## src/rtl/vend_pkg.sv

```systemverilog
// Shared vending definitions: coin denominations, one-hot coin bit positions and FSM states.
// Used by both the coin acceptor and the change dispenser.
package vend_pkg;

  localparam logic [7:0] VAL_50 = 8'd50;
  localparam logic [7:0] VAL_20 = 8'd20;
  localparam logic [7:0] VAL_10 = 8'd10;
  localparam logic [7:0] VAL_5  = 8'd5;

  localparam int BIT_50 = 3;
  localparam int BIT_20 = 2;
  localparam int BIT_10 = 1;
  localparam int BIT_5  = 0;

  typedef enum logic [2:0] {
    IDLE,
    SELECT,
    PULSE,
    GAP,
    FIN
  } state_t;

  function automatic logic [7:0] coin_value(input logic [3:0] coin);
    coin_value = 8'd0;
    if (coin[BIT_50])      coin_value = VAL_50;
    else if (coin[BIT_20]) coin_value = VAL_20;
    else if (coin[BIT_10]) coin_value = VAL_10;
    else if (coin[BIT_5])  coin_value = VAL_5;
  endfunction

endpackage

```

## src/rtl/coin_select.sv

```systemverilog
// Greedy chooser: picks the largest available denomination that still fits in remaining.
module coin_select
  import vend_pkg::*;
(
  input  logic [7:0] remaining,
  input  logic [3:0] avail,
  output logic [3:0] coin,
  output logic       valid
);

  always_comb begin
    coin = 4'b0000;
    if (avail[BIT_50] && remaining >= VAL_50)      coin[BIT_50] = 1'b1;
    else if (avail[BIT_20] && remaining >= VAL_20) coin[BIT_20] = 1'b1;
    else if (avail[BIT_10] && remaining >= VAL_10) coin[BIT_10] = 1'b1;
    else if (avail[BIT_5] && remaining >= VAL_5)   coin[BIT_5]  = 1'b1;
    valid = |coin;
  end

endmodule

```

## src/rtl/change_dispenser.sv

```systemverilog
// Change dispenser: pays out an amount as one-hot coin pulses, largest denomination first.
// Optional macro COIN_STOCK_EN adds per-denomination stock counters with refill/short ports.
module change_dispenser
  import vend_pkg::*;
#(
  parameter int STOCK_INIT = 8
) (
  input  logic       clk,
  input  logic       rst,
  input  logic       start,
  input  logic [7:0] amount,
  output logic [3:0] coin_out,
  output logic       busy,
  output logic       done,
  output logic [7:0] remainder
`ifdef COIN_STOCK_EN
  ,
  input  logic       refill,
  output logic       short
`endif
);

  state_t     state;
  logic [7:0] remaining;
  logic [3:0] sel_coin;
  logic [3:0] pick;
  logic       pick_valid;
  logic [3:0] avail;

  coin_select u_coin_select (
    .remaining(remaining),
    .avail    (avail),
    .coin     (pick),
    .valid    (pick_valid)
  );

`ifdef COIN_STOCK_EN
  logic [7:0] stock [4];

  // Counters only change while idle (refill) or on the cycle a coin actually leaves.
  always_ff @(posedge clk) begin
    if (!rst) begin
      for (int i = 0; i < 4; i++) stock[i] <= 8'(STOCK_INIT);
    end else if (state == IDLE && refill) begin
      for (int i = 0; i < 4; i++) stock[i] <= 8'(STOCK_INIT);
    end else if (state == PULSE) begin
      for (int i = 0; i < 4; i++)
        if (sel_coin[i]) stock[i] <= stock[i] - 8'd1;
    end
  end

  always_comb begin
    avail = 4'b0000;
    for (int i = 0; i < 4; i++) avail[i] = (stock[i] != 8'd0);
  end
`else
  assign avail = 4'b1111;
`endif

  // Coin is chosen in SELECT and emitted in PULSE so every coin costs SELECT/PULSE/GAP.
  always_ff @(posedge clk) begin
    if (!rst) begin
      state     <= IDLE;
      remaining <= 8'd0;
      sel_coin  <= 4'b0000;
      coin_out  <= 4'b0000;
      busy      <= 1'b0;
      done      <= 1'b0;
      remainder <= 8'd0;
`ifdef COIN_STOCK_EN
      short     <= 1'b0;
`endif
    end else begin
      done     <= 1'b0;
      coin_out <= 4'b0000;
      case (state)
        IDLE: begin
          if (start) begin
            remaining <= amount;
            busy      <= 1'b1;
            state     <= SELECT;
`ifdef COIN_STOCK_EN
            short     <= 1'b0;
`endif
          end
        end
        SELECT: begin
          if (pick_valid) begin
            sel_coin <= pick;
            state    <= PULSE;
          end else begin
            state <= FIN;
          end
        end
        PULSE: begin
          coin_out  <= sel_coin;
          remaining <= remaining - coin_value(sel_coin);
          state     <= GAP;
        end
        GAP: begin
          state <= SELECT;
        end
        FIN: begin
          done      <= 1'b1;
          busy      <= 1'b0;
          remainder <= remaining;
`ifdef COIN_STOCK_EN
          short     <= (remaining >= VAL_5);
`endif
          state     <= IDLE;
        end
        default: state <= IDLE;
      endcase
    end
  end

endmodule
```

## config.mk

```make
export PLATFORM = sky130hd
export DESIGN_NAME = change_dispenser
export DESIGN_NICKNAME = d
export VERILOG_FILES = /design/src/rtl/vend_pkg.sv /design/src/rtl/coin_select.sv /design/src/rtl/change_dispenser.sv
export SDC_FILE = /design/constraint.sdc
export NUM_CORES = 1
export LEC_CHECK = 0
export CAP_MARGIN = 0
export CORE_ASPECT_RATIO = 0.9
export CORE_UTILIZATION = 56
export CTS_CLUSTER_SIZE = 20
export DETAILED_ROUTE_END_ITERATION = 7
export PLACE_DENSITY_LB_ADDON = 0.08
export SYNTH_ARGS = -nofsm -noshare
export SYNTH_HDL_FRONTEND = slang
export SYNTH_SLANG_ARGS = --single-unit
```

## constraint.sdc

```tcl
create_clock -name clk -period 4.2 [get_ports clk]
set_clock_uncertainty 0.1 [all_clocks]
set_input_delay 1.05 -clock clk [delete_from_list [all_inputs] [get_ports clk]]
set_output_delay 1.05 -clock clk [all_outputs]
set_load 0.01 [all_outputs]
```

==> impl_metrics.tcl, run 1 <==
set metrics [dict create \
    ys_ff_latch 29 \
    via_count 1430 \
    area_delta_synth_final_pct 20.28 \
    finalSetupViolCount 0 \
    post_cts_buffers 0 \
    drc 0 \
    hpwl_mm 2.468 \
    dr.first_iter.drc_count 47 \
    cts_hold_buf 0 \
    p_leak_nw 0.6494 \
    cp-end-kind "register" \
    synthCells 186 \
    netlist_top_cells_area "dfxtp_1 39%, a21oi_1 7.0%, nand2_1 6.3%, ha_1 5.0%, nor2_1 5.0%" \
    regArea_sq_um 580.6 \
    min_period_ns 2.417 \
    yosysSeqAreaShare 0.3873 \
    worstSetupStartpoint "rst" \
    start_util 0.6023 \
    die_h_um 51.08 \
    vias_per_cell 5.983 \
    crit_type "primary input to register" \
    gp_congestion 0.8515 \
    setup_tns_ns 0 \
    pwr_density_cell_nw_per_um2 435.5 \
    drive_above_1_share 0.07109 \
    clkLatencyLatePin_ns 0.33 \
    grt_use_total 0.2663 \
    hold_depth 2 \
    dieArea_sq_um 2888 \
    slew-limit-headroom 0.6234 \
    ys_warn_count 0 \
    cts.path.max_buffers 2 \
    syn_area_per_cell_sq_um 8.059 \
    diodes 0 \
    tightest_slew_ns 0.5628 \
    syn_nets 204 \
    start_kind "primary input" \
    multi_input_area_sq_um 862.1 \
    holdCritStartpoint "remainder[0]$_SDFFE_PN0P_" \
    post_cts_resized 0 \
    nets 228 \
    finalCritPeriodShare 0.5755 \
    routed_wl_mm 3.394 \
    min_to "remainder[0]$_SDFFE_PN0P_" \
    hold_viol_final 0 \
    hold_path.class "register to register" \
    htreeDepth 2 \
    final_max_slew_viol_count 0 \
    floorplan.die.width_um 56.54 \
    crit_path_top_delay_cell "clkdlybuf4s50_1" \
    worstReg2RegStart "sel_coin[2]$_SDFFE_PN0P_" \
    vdd_drop_max_uv 289.0 \
    path_cells "clkdlybuf4s50_1, buf_4, clkinv_1, nor3_1, a211o_1" \
    ys_types 45 \
    port_buffers 24 \
    r2r-end "remaining[6]$_SDFFE_PN0P_" \
    core_area_sq_um 2489 \
    grt_max_degree 20 \
    io_pins 25 \
    clock_sinks 29 \
    synth_edf_count 0 \
    dp.cells 231 \
    grt_first_pass_wirelength_mm 5.740 \
    fp-row-count 17 \
    synth_commonest_cells "29 x dfxtp_1, 25 x nand2_1, 21 x a21oi_1" \
    synth.cell_area_sq_um 1499 \
    firstDrtPassIters 4 \
    r2r_cells 10 \
    synth_ff_type "dfxtp_1" \
    fin_ws_ns 1.783 \
    tritoncts "yes" \
    clkTransAtPathRegs_ns 0.10 \
    fin_total_pwr_w 0.0007852 \
    grt_pass1_vias 1235 \
    rrSetupSlack_ns 1.79 \
    status "finished, final reports clean" \
    crit_fanout 19 \
    async_flop_share 0 \
    cp_slowest_stage_delay_ns 0.45 \
    overflow 0 \
    cap_violations 0 \
    cts_root_buf "clkbuf_4" \
    grt_antenna_before_repair 0 \
    synth_top_area_share 0.3873 \
    nFillCells 196 \
    numCtsBuffers 5 \
    drt-wirelength-per-cell_um 14.20 \
    cp.required_ns 4.38 \
    layoutNonFillerInstCount 239 \
    yosysTopAreaCell "dfxtp_1" \
    antenna_left 0 \
    rsz0062_at_grt "no" \
    synthMostInstantiatedCell "dfxtp_1" \
    pre_cts_ws_ns 1.490 \
    fin_util 0.7245 \
    max_freq_mhz 413.8 \
    cp_data_arrival_time_ns 2.60 \
]
## cell families after synthesis
| group | after synthesis | share of synthesized area |
|---|---|---|
| xor gates and xnor gates | 2 | 0.01169 |
| buffers and inverters | 14 | 0.03756 |
| DFF | 29 | 0.3873 |
| AOI/OAI and AO/OA | 55 | 0.2262 |
| and+or+nand+nor | 76 | 0.2538 |
| muxes | 3 | 0.02003 |
| adders and majority gates | 7 | 0.06344 |
## layer usage
layer	track usage	up-vias	routed length, um
met5	0	-	0
met4	0.1220	0	52
met3	0.07848	6	195
met2	0.4000	52	1589
met1	0.3536	660	1557
li1	-	712	-
## state kept, by name, indices dropped and copies added (netlist names)
name and count:
sel_coin 4, done 1, state 3, coin_out 4, remainder 8, remaining 8, busy 1
## critical path, delay by kind of cell
family          cells  cell delay, ns
compound gates      1            0.15
simple gates        1            0.32
buf+inv             3            1.07
## stage by stage
step / cell area [sq um] / hold WS [ns]
after global routing: 1803 / 0.3764
after CTS: 1803 / 0.3644
after detailed placement: 1748 / 0.3515
after global placement: 1748 / 0.3445
after floorplan: 1499 / 0.3583
final: 1803 / 0.3594
## worst max-delay path by stage
stage                                      endpoint  slack [ns]  depth (start not counted)
after global routing      remaining[6]$_SDFFE_PN0P_        1.62                         10
after floorplan           remaining[6]$_SDFFE_PN0P_        2.04                          6
after detailed placement  remaining[6]$_SDFFE_PN0P_        1.49                          5
final                     remaining[6]$_SDFFE_PN0P_        1.78                          5
after global placement    remaining[6]$_SDFFE_PN0P_        1.53                          5
after CTS                 remaining[6]$_SDFFE_PN0P_        1.81                         10
## where the power goes
group	total [W]	internal (W)	switching, W
clock	0.000165	0.0000629	0.000102
combinational	0.000282	0.000128	0.000154
sequential	0.000338	0.000299	0.0000396
total	0.000785	0.000490	0.000296
## area by class of cell
class / count / area share
inverter: 6 / 0.01249
multi-input combinational: 143 / 0.4781
clock inverter: 3 / 0.009715
timing repair buffer: 25 / 0.1374
clock buffer: 5 / 0.02082
tap: 28 / 0.01943
sequential: 29 / 0.3220
## placed cells by master (no fill, tap or decap), types with 3 or more instances in the layout
cell type and n:
o211ai_1 3, clkdlybuf4s50_1 24, nor3_1 11, o21ai_0 11, dfxtp_1 29, inv_1 5
a211oi_1 3, mux2i_1 3, nor2_1 20, o21a_1 5, a21oi_1 21, nand2_1 25
nor2b_1 3, clkbuf_4 5, ha_1 6
(Power assumes the default switching activity.)
==> run 2: changes to the inputs <==
Settings changed: CORE_UTILIZATION 56 to 52.
Clock period 4.2 ns to 2.4 ns, I/O delays scaled along.
==> run 2 against run 1 <==
Worst setup slack worse by 1.6 ns. Sequential share of layout area is 0.72 points lower. Largest cell class unchanged. Non-clock buffer count is 3 higher. First-iteration DRC count is 34% lower.
==> impl_metrics.tcl, run 2 (same netlist as run 1, synthesis figures left out) <==
set metrics [dict create \
    status "finished, final reports clean" \
    start_util 0.5455 \
    drc 0 \
    cp.required_ns 2.54 \
    rsz0062_at_grt "no" \
    port_buffers 24 \
    fp-row-count 18 \
    hpwl_mm 2.548 \
    finalCritPeriodShare 0.9355 \
    cp_slowest_stage_delay_ns 0.43 \
    dieArea_sq_um 3102 \
    tritoncts "yes" \
    drt-wirelength-per-cell_um 12.91 \
    cts_root_buf "clkbuf_4" \
    overflow 0 \
    dp.cells 246 \
    grt_use_met3 0.09046 \
    reg_top3 "remainder x8, remaining x8" \
    clock_sinks 29 \
    grt_use_total 0.2582 \
    via_count 1418 \
    cts.path.max_buffers 2 \
    fin_total_pwr_w 0.001382 \
    gp_congestion 0.9252 \
    multi_input_area_sq_um 869.6 \
    grt_antenna_before_repair 0 \
    post_cts_buffers 0 \
    max_freq_mhz 445.4 \
    nFillCells 251 \
    slew-limit-headroom 0.6742 \
    final_max_slew_viol_count 0 \
    core_area_sq_um 2748 \
    vias_per_cell 5.583 \
    min_period_ns 2.245 \
    layoutNonFillerInstCount 254 \
    crit_type "register to register" \
    setup_tns_ns 0 \
    routed_wl_mm 3.280 \
    diodes 0 \
    dr.first_iter.drc_count 31 \
    cap_violations 0 \
    drive_above_1_share 0.08879 \
    regArea_sq_um 580.6 \
    antenna_left 0 \
    crit_fanout 3 \
    htreeDepth 2 \
    numCtsBuffers 5 \
    area_delta_synth_final_pct 23.04 \
    tightest_slew_ns 0.4869 \
    r2r_cells 10 \
    finalSetupViolCount 0 \
    cp-end-kind "register" \
    clkLatencyLatePin_ns 0.33 \
    start_kind "register" \
    path_cells "nor2b_1, and2_1, ha_1, inv_1, fa_1, a211oi_2, o21bai_1, a21oi_1, nor3_1, a211o_1" \
    pwr_density_cell_nw_per_um2 749.1 \
    vdd_drop_max_uv 469.3 \
    grt-busiest-layer "met2" \
    firstDrtPassIters 4 \
    crit_path_top_delay_cell "fa_1" \
    hold_viol_final 0 \
    cp_data_arrival_time_ns 2.38 \
    p_leak_nw 0.6675 \
    grt_max_degree 15 \
    hold_path.class "register to register" \
    hold_depth 2 \
    clkTransAtPathRegs_ns 0.10 \
    gr-usage-met1 0.3116 \
    floorplan.die.width_um 58.60 \
    grt_first_pass_wirelength_mm 5.740 \
    final_common_cell "dfxtp_1" \
    io_pins 25 \
    grt_pass1_vias 1262 \
    final_area_sq_um 1844 \
    layout_common_cells "29 x dfxtp_1, 25 x nand2_1, 24 x clkdlybuf4s50_1" \
    post_dp_cell_area_sq_um 1785 \
    die_h_um 52.94 \
    gr-usage-met2 0.4215 \
    nets 231 \
]
[run 2: cell types whose count changed in the layout (fill, tap and decap cells not counted)]
cell / delta
clkinvlp_4: -1
a211oi_2: +1
a211oi_1: -1
nor2_1: -1
nor2_2: +1
clkbuf_1: +1
buf_4: +3
[run 2: per-stage QoR]
step | hold slack, ns | setup slack [ns] | utilization
2_1_floorplan | 0.3583 | 0.2540 | -
3_3_place_gp | 0.3415 | 0.1662 | 0.6498
3_5_place_dp | 0.3470 | 0.09262 | 0.6498
4_1_cts | 0.3594 | 0.07925 | 0.6685
5_1_grt | 0.3802 | 0.01727 | 0.6712
6_report | 0.3552 | 0.1547 | 0.6712
[run 2: area by class of cell]
class,count,share of cell area
multi-input cells,143,0.4715
flip-flops and latches,29,0.3148
repair buffers,28,0.1465
well taps,40,0.02714
clock buffers,6,0.02239
inverters,6,0.01221
clock inverters,2,0.005427
[run 2: path summary, 6_finish.rpt]
check,startpoint,endpoint,slack (ns)
setup reg to reg,sel_coin[0]$_SDFFE_PN0P_,remaining[6]$_SDFFE_PN0P_,0.15
hold / removal,remainder[5]$_SDFFE_PN0P_,remainder[5]$_SDFFE_PN0P_,0.36
setup / recovery,sel_coin[0]$_SDFFE_PN0P_,remaining[6]$_SDFFE_PN0P_,0.15
hold reg to reg,remainder[5]$_SDFFE_PN0P_,remainder[5]$_SDFFE_PN0P_,0.36
[run 2: where the power goes]
group	switching, W	internal (W)
Combinational	0.000277	0.000236
Clock	0.000173	0.000111
Sequential	0.0000618	0.000522
Total	0.000512	0.000870
[run 2: layer usage]
metal / up-vias / share of wire
met5: - / 0
met4: 0 / 0.016
met3: 7 / 0.051
met2: 41 / 0.46
met1: 644 / 0.47
li1: 726 / -
[run 2: what timing repair did]
action                     in CTS  in global routing
setup endpoints to repair       0                  1
hold buffers                    0                  0
resized for setup               0                  2
[run 2: critical path, delay by kind of cell (launching register included)]
family | cells | cell delay [ns]
flip-flops | 1 | 0.35
adder cells (fa/ha/maj) | 2 | 0.60
AO/OA/AOI/OAI | 4 | 0.69
AND/OR/NAND/NOR | 3 | 0.37
buffers and inverters | 1 | 0.06
